--- src/rtl/pixel_clock_gen.sv ---
// Programmable clock-enable generator: divides clk by a runtime divisor and emits
// a one-cycle tick plus a registered near-50% dclk, with period-boundary divisor swaps.
module pixel_clock_gen #(
    parameter int CNT_W     = 8,
    parameter int DIV_RESET = 2
) (
    input  logic             clk,
    input  logic             rst_n,
    input  logic             run,
    input  logic             sync,
    input  logic [CNT_W-1:0] div_in,
    input  logic             div_wr,
    input  logic             err_clr,
    output logic             tick,
    output logic             dclk,
    output logic [CNT_W-1:0] phase,
    output logic             busy,
    output logic             err
);

    localparam logic [CNT_W-1:0] DIV_RST = CNT_W'(DIV_RESET);
    localparam logic [CNT_W-1:0] ONE     = CNT_W'(1);

    logic [CNT_W-1:0] cnt;
    logic [CNT_W-1:0] div_cur;
    logic [CNT_W-1:0] div_pend;
    logic             pend_v;

    logic [CNT_W-1:0] cnt_nx;
    logic [CNT_W-1:0] div_nx;
    logic [CNT_W-1:0] pend_nx;
    logic             pend_v_nx;
    logic             tick_nx;
    logic             dclk_nx;
    logic             err_nx;
    logic             wrap;
    logic             wr_ok;
    logic             wr_bad;

    function automatic logic [CNT_W-1:0] half_up(input logic [CNT_W-1:0] d);
        return (d >> 1) + {{(CNT_W-1){1'b0}}, d[0]};
    endfunction

    // A divide-by-one output has no low/high split, so dclk is parked low.
    function automatic logic dclk_level(input logic [CNT_W-1:0] c,
                                        input logic [CNT_W-1:0] d);
        return (d != ONE) && (c < half_up(d));
    endfunction

    always_comb begin
        wrap      = run && (cnt == div_cur - ONE);
        wr_ok     = div_wr && (div_in != '0);
        wr_bad    = div_wr && (div_in == '0);
        cnt_nx    = cnt;
        div_nx    = div_cur;
        pend_nx   = div_pend;
        pend_v_nx = pend_v;
        tick_nx   = 1'b0;

        // Period boundary (wrap) or realign (sync, which suppresses the tick).
        if (sync || wrap) begin
            cnt_nx  = '0;
            tick_nx = ~sync;
            if (pend_v) begin
                div_nx    = div_pend;
                pend_v_nx = 1'b0;
            end
        end else if (run) begin
            cnt_nx = cnt + ONE;
        end

        // A write lands after the boundary swap, so it either queues behind it
        // or, while frozen, replaces the divisor outright.
        if (wr_ok) begin
            if (run) begin
                pend_nx   = div_in;
                pend_v_nx = 1'b1;
            end else begin
                div_nx    = div_in;
                cnt_nx    = '0;
                pend_v_nx = 1'b0;
            end
        end

        if (wr_bad) begin
            err_nx = 1'b1;
        end else if (err_clr) begin
            err_nx = 1'b0;
        end else begin
            err_nx = err;
        end

        dclk_nx = dclk_level(cnt_nx, div_nx);
    end

    always_ff @(posedge clk or negedge rst_n) begin
        if (!rst_n) begin
            cnt     <= '0;
            div_cur <= DIV_RST;
            pend_v  <= 1'b0;
            tick    <= 1'b0;
            dclk    <= 1'b0;
            err     <= 1'b0;
        end else begin
            cnt     <= cnt_nx;
            div_cur <= div_nx;
            pend_v  <= pend_v_nx;
            tick    <= tick_nx;
            dclk    <= dclk_nx;
            err     <= err_nx;
        end
    end

    // The pending value is only ever read while pend_v is set.
    always_ff @(posedge clk) begin
        div_pend <= pend_nx;
    end

    assign phase = cnt;
    assign busy  = pend_v;

endmodule
--- config.mk ---
export PLATFORM = sky130hd
export DESIGN_NAME = pixel_clock_gen
export DESIGN_NICKNAME = d
export VERILOG_FILES = /design/src/rtl/pixel_clock_gen.sv
export SDC_FILE = /design/constraint.sdc
export NUM_CORES = 1
export LEC_CHECK = 0
export BUFFER_PORTS_ARGS = -buffer_cell sky130_fd_sc_hd__buf_4
export CAP_MARGIN = 25
export CORE_MARGIN = 1
export CORE_UTILIZATION = 50
export DETAILED_ROUTE_END_ITERATION = 8
export HOLD_SLACK_MARGIN = 0.12
export PLACE_DENSITY = 0.71
export SYNTH_ARGS = -nofsm -noshare
export SYNTH_HDL_FRONTEND = slang
export SYNTH_SLANG_ARGS = --single-unit
--- constraint.sdc ---
create_clock -name clk -period 4.54 [get_ports clk]
set_input_delay 0.227 -clock clk [delete_from_list [all_inputs] [get_ports clk]]
set_output_delay 0.227 -clock clk [all_outputs]
set_load 0.05 [all_outputs]
# [Word-level counts from Yosys, hierarchy flattened]
# Index checks and enable logic that the tools add are counted.
# Widths: inputs -> output; s select.
[totals] ff_bits=28
[op_classes] n_addsub=3 n_mux=14 bitwise=1 eq_ne=2 reduce_logical=10 magnitude_cmp=1
[op_table] operator="$mux 8" n=8
[op_table] operator="$add 7x1->8" n=1
[op_table] operator="$add 8x1->8 const B" n=1
[op_table] operator="$eq 8x8->1" n=1
[op_table] operator="$logic_not 8->1" n=1
[op_table] operator="$lt 8x8->1" n=1
[op_table] operator="$ne 8x1->1 const B" n=1
[op_table] operator="$reduce_bool 8->1" n=1
[op_table] operator="$sub 8x1->8 const B" n=1
[op_table] operator="$mux 1" n=6
[op_table] operator="$logic_and 1x1->1" n=4
[op_table] operator="$reduce_bool 2->1" n=2
[op_table] operator="$reduce_and 2->1" n=1
[op_table] operator="$logic_or 1x1->1" n=1
[op_table] operator="$not 1->1" n=1

# [Logic depth before layout (Yosys ltp)]
[depth] ltp_word=10 depth_mapped=21

# [Worst setup path after synthesis]
# Ideal clock, no wire load.
[synth_path] kind="register to register" startpoint="reg div_cur[1]" endpoint="reg dclk" t_arrival_ns=3.758 period_less_slack_ns=3.846 path_stages_with_launch=21 n_path_buf=0 setup_ns=0.088 setup_slack_ns=0.694 t_required_ns=4.452 cell_sequence="dfstp_2 -> inv_1 -> ha_1 -> nor3b_2 -> xnor2_1 -> nor3_4 -> a31o_4 -> nand2_1 -> mux2i_1 -> o21ai_0 -> ha_1 -> ha_1 -> inv_1 -> a211oi_1 -> nand4_1 -> xor2_1 -> ha_1 -> a21o_1 -> a21oi_1 -> o31ai_2 -> a41oi_1"
[synth_via] elab_chain_cells=10 elab_cells_between_ends=15 cone_classes="add/sub: 2; order compare: 1; eq/ne: 2; mux: 7; reduce/logical: 3"
[synth_lines] item="start: declaration" line="25" source="logic [CNT_W-1:0] div_cur;"
[synth_lines] item="start signal: assignment" line="106" source="div_cur <= div_nx;"
[synth_lines] item="$sub 8x1->8 (*)" line="51" source="wrap = run && (cnt == div_cur - ONE);"
[synth_lines] item="$eq 8x8->1 (*)" line="51"
[synth_lines] item="$logic_and 1x1->1 (*)" line="51"
[synth_lines] item="$logic_or 1x1->1 (*)" line="61" source="if (sync || wrap) begin"
[synth_lines] item="$mux 8 (*)" line="61"
[synth_lines] item="$mux 8" line="75" source="if (run) begin"
[synth_lines] item="$mux 8 (*)" line="74" source="if (wr_ok) begin"
[synth_lines] item="net div_nx[0]" line="30" source="logic [CNT_W-1:0] div_nx;"
[synth_lines] item="$add 7x1->8" line="41" source="return (d >> 1) + {{(CNT_W-1){1'b0}}, d[0]};"
[synth_lines] item="$lt 8x8->1" line="47" source="return (d != ONE) && (c < half_up(d));"
[synth_lines] item="$logic_and 1x1->1 (*)" line="47"
[synth_lines] item="net dclk_nx" line="34" source="logic dclk_nx;"
[synth_lines] item="end signal: assignment" line="109" source="dclk <= dclk_nx;"
[synth_lines] item="end: declaration" line="15" source="output logic dclk,"
# Mark *: on every way through the listed nets, which the timed path passes. The rest lies on a longest branch.
# A chain may end at the register's enable or synchronous reset.

# [Worst setup path in the final report]
# Ends and elaborated chain as after synthesis.

==> metrics.yaml <==
run_status:
  outcome: "finished clean"
drt:
  ant_nets: 0
  wl_per_cell_um: 16.10
  drt_wl_total_um: 4025
  drt-initial-drc-count: 63
  num_vias: 1443
  dr.pass1.iters: 5
  vias_per_cell: 5.772
  drc: 0
synthesis:
  synth_xor_area_share_pct: 11.86
  synthMuxAreaShare_pct: 1.590
  synth.avg_cell_area_sq_um: 10.73
  synth_ff_type: "dfrtp_1"
  synth_edf_count: 8
  synthArstFlopShare_pct: 71.43
  netlist_area_sq_mm: 0.001888
  seq_area_frac_synth_pct: 39.30
  yosys_register_bits: 28
  netlist_instances: 176
  synth_compound_area_share_pct: 16.90
  synth_nets: 202
  yosysWarnings: 0
  synth_simple_gate_area_share_pct: 19.28
  synth-adder-area-share_pct: 7.952
  synth_top_family_by_area: "simple AND/OR/NAND/NOR gates"
  ys_types: 48
timing:
  worst_pin_slew_ns: 0.5136
  setup_violations: 0
  finalCritPeriodShare_pct: 92.41
  fin_crit_ns: 4.195
  fin_ws_ns: 0.3445
  hold_violations: 0
  rsz0062_at_grt: "no"
  fin_skew_ns: 0.005245
  slew_headroom_pct: 65.55
  fmax_mhz: 238.4
  maxSlewViolCount: 0
  tns_ns: 0
clock_network:
  post_cts_buffers: 0
  cts-buffers-inserted: 3
  cts_htree_levels: 1
  clockBufferDepth: 2
  clk_pin_slew_ns: 0.10
  cts_tree: "built"
  cts_root_buf: "clkbuf_8"
  clock-sinks: 28
  worstSkewPairLatency_ns: 0.28
pwr:
  powerDensity_mw_per_mm2: 297.7
  leakage_nw: 0.9434
  peakVddDrop_uv: 158.2
worst_setup_path:
  cp.buffers_inverters: 2
  startpoint_type: "register"
  r2r_end: "dclk"
  critPathArrivalTime_ns: 4.39
  worst-path-max-fanout: 7
  rr_startpoint: "div_cur[1]"
  endpoint_kind: "register"
  crit_family: "compound AO/OA/AOI/OAI gates"
  crit_path_start: "div_cur[1]"
  path_depth: 20
  critical-path-top-cell-by-count: "ha_1"
  reg2reg_depth: 20
  crit_type: "register to register"
  critPathMaxStageDelay_ns: 0.58
  critPathCapture: "dclk"
  slowest_stage: "dfstp_2"
  worst_ep_required_time_ns: 4.73
  r2r_slack_ns: 0.34
  crit_chain: "inv_1, ha_1, nor3b_2, xnor2_1, nor3_4, a31o_4, nand2_1, mux2i_1, o21ai_1, ha_1, ha_1, inv_1, a211oi_1, nand4_1, xor2_1, ha_1, a21o_1, a21oi_1, o31ai_2, a41oi_1"
run:
  maxCapViolCount: 0
final_layout:
  stdcell_count: 250
  final_nets: 231
  area_growth_pct: 14.58
  antenna-diode-count: 0
  drive_gt1_share_pct: 27.45
die:
  core_sq_mm: 0.003468
  boundaryPins: 26
  num_rows: 21
  die_x_um: 63.45
  die_h_um: 63.45
  die_area_sq_mm: 0.004026
  initial_core_util_pct: 54.44
global_routing:
  grt_max_degree: 21
  antenna_found_initial: 0
  gr-total-overflow: 0
  grt_pass1_wl_um: 6803
  grt_pass1_vias: 1477
  grt_usage_pct: 22.13
placement:
  gp_congestion: 0.8408
  numPlacedInstances: 245
  pre_cts_ws_ns: 0.3073
  dpl.hpwl_um: 3186
  io_buffers: 25
hold_path:
  hp-class: "input pin to register"
## kinds of logic after synthesis
group,count (synthesis)
adder cells (fa/ha/maj),12
AND/OR/NAND/NOR,63
buffers and inverters,11
XOR/XNOR,23
multiplexers,3
flip-flops,28
AO/OA/AOI/OAI,36
## worst min-delay path by stage
stage,cells past startpoint,startpoint,slack (ns),to
6_report,1,div_in[5],0.14,div_pend[5]
5_1_grt,1,div_in[0],0.13,div_pend[0]
4_1_cts,1,div_in[5],0.13,div_pend[5]
3_5_place_dp,1,rst_n,0.13,phase[1]
3_3_place_gp,1,rst_n,0.13,phase[1]
2_1_floorplan,0,rst_n,-0.07,busy
## per-stage QoR
stage | hold WS, ns | power [mW] | utilization (%) | cell area (sq um)
3_3_place_gp | 0.1260 | 0.5036 | 60.79 | 2108
4_1_cts | 0.1345 | 0.6459 | 62.37 | 2163
6_report | 0.1362 | 0.6441 | 62.37 | 2163
5_1_grt | 0.1268 | 0.6801 | 62.37 | 2163
2_1_floorplan | -0.06859 | 0.4562 | - | 1888
3_5_place_dp | 0.1293 | 0.5078 | 60.79 | 2108
## flip-flops by register name, summed over array words and instances (netlist names)
name / count
busy: 1
phase: 8
tick: 1
err: 1
div_cur: 8
dclk: 1
div_pend: 8
## placed cells by master (no fill, tap or decap), types with 2 or more instances in the layout
cell / Yosys / layout
o21ai_1: 3 / 5
or2_1: 2 / 2
and3_1: 3 / 3
nand2_2: 2 / 2
xnor2_1: 8 / 8
a21o_1: 3 / 3
edfxtp_1: 8 / 8
nand3_2: 3 / 3
ha_1: 12 / 12
buf_4: 0 / 25
nor2_1: 19 / 19
a21oi_1: 2 / 2
o31ai_2: 2 / 2
dfrtp_1: 19 / 19
xnor2_2: 3 / 3
nand2_1: 11 / 11
nand4_1: 8 / 8
inv_1: 9 / 9
nor3_4: 2 / 2
xor2_1: 12 / 12
a31oi_1: 3 / 3
nand3_1: 2 / 2
clkbuf_8: 1 / 3
mux2i_1: 3 / 3
a31oi_2: 4 / 4
a21oi_2: 3 / 3
nor4_1: 2 / 2
o21ai_0: 6 / 4
## cell usage after synthesis, drive strengths merged, types with 2 or more instances
master   n  area [sq um]
nor3     3         37.53
dfrtp   19         475.5
a211oi   2         20.02
or2      3         18.77
mux2i    3         30.03
o31ai    2         25.02
inv      9         33.78
ha      12         150.1
nor2    20         77.58
nand4    8         50.05
xor2    12         105.1
and3     3         18.77
nand2   13         53.80
a21o     3         22.52
a21oi    6         52.56
o21ai    9         45.04
nand3    5         40.04
xnor2   11         118.9
nor4     2         12.51
a31oi    7         68.82
edfxtp   8         240.2
## where the power goes
group          switching (mW)  internal [mW]  total (mW)
clock network          0.0784         0.0608       0.139
logic                   0.118         0.0823       0.200
registers              0.0242          0.281       0.305
total                   0.220          0.424       0.644
## repair_timing
action,CTS,global route
endpoints found under the setup margin,0,1
resized for setup,0,2
hold buffers,1,0
hold endpoints to repair,20,0
## cell type report
class                           count  area [sq um]
Timing Repair Buffer               26         197.7
Clock buffer                        3         41.29
Tap cell                           46         57.56
Fill cell                         310          1305
Sequential cell                    28         742.0
Multi-Input combinational cell    137          1087
Clock inverter                      1         3.754
Inverter                            9         33.78
## per-layer routing
metal  vias to the layer above  routed length [um]  GRT usage, %
li1                        700                   -             -
met1                       696                1886         30.66
met2                        40                1942         34.44
met3                         7                 146         3.261
met4                         0                  50         9.091
met5                         -                   0             0
(Power assumes the default switching activity.)
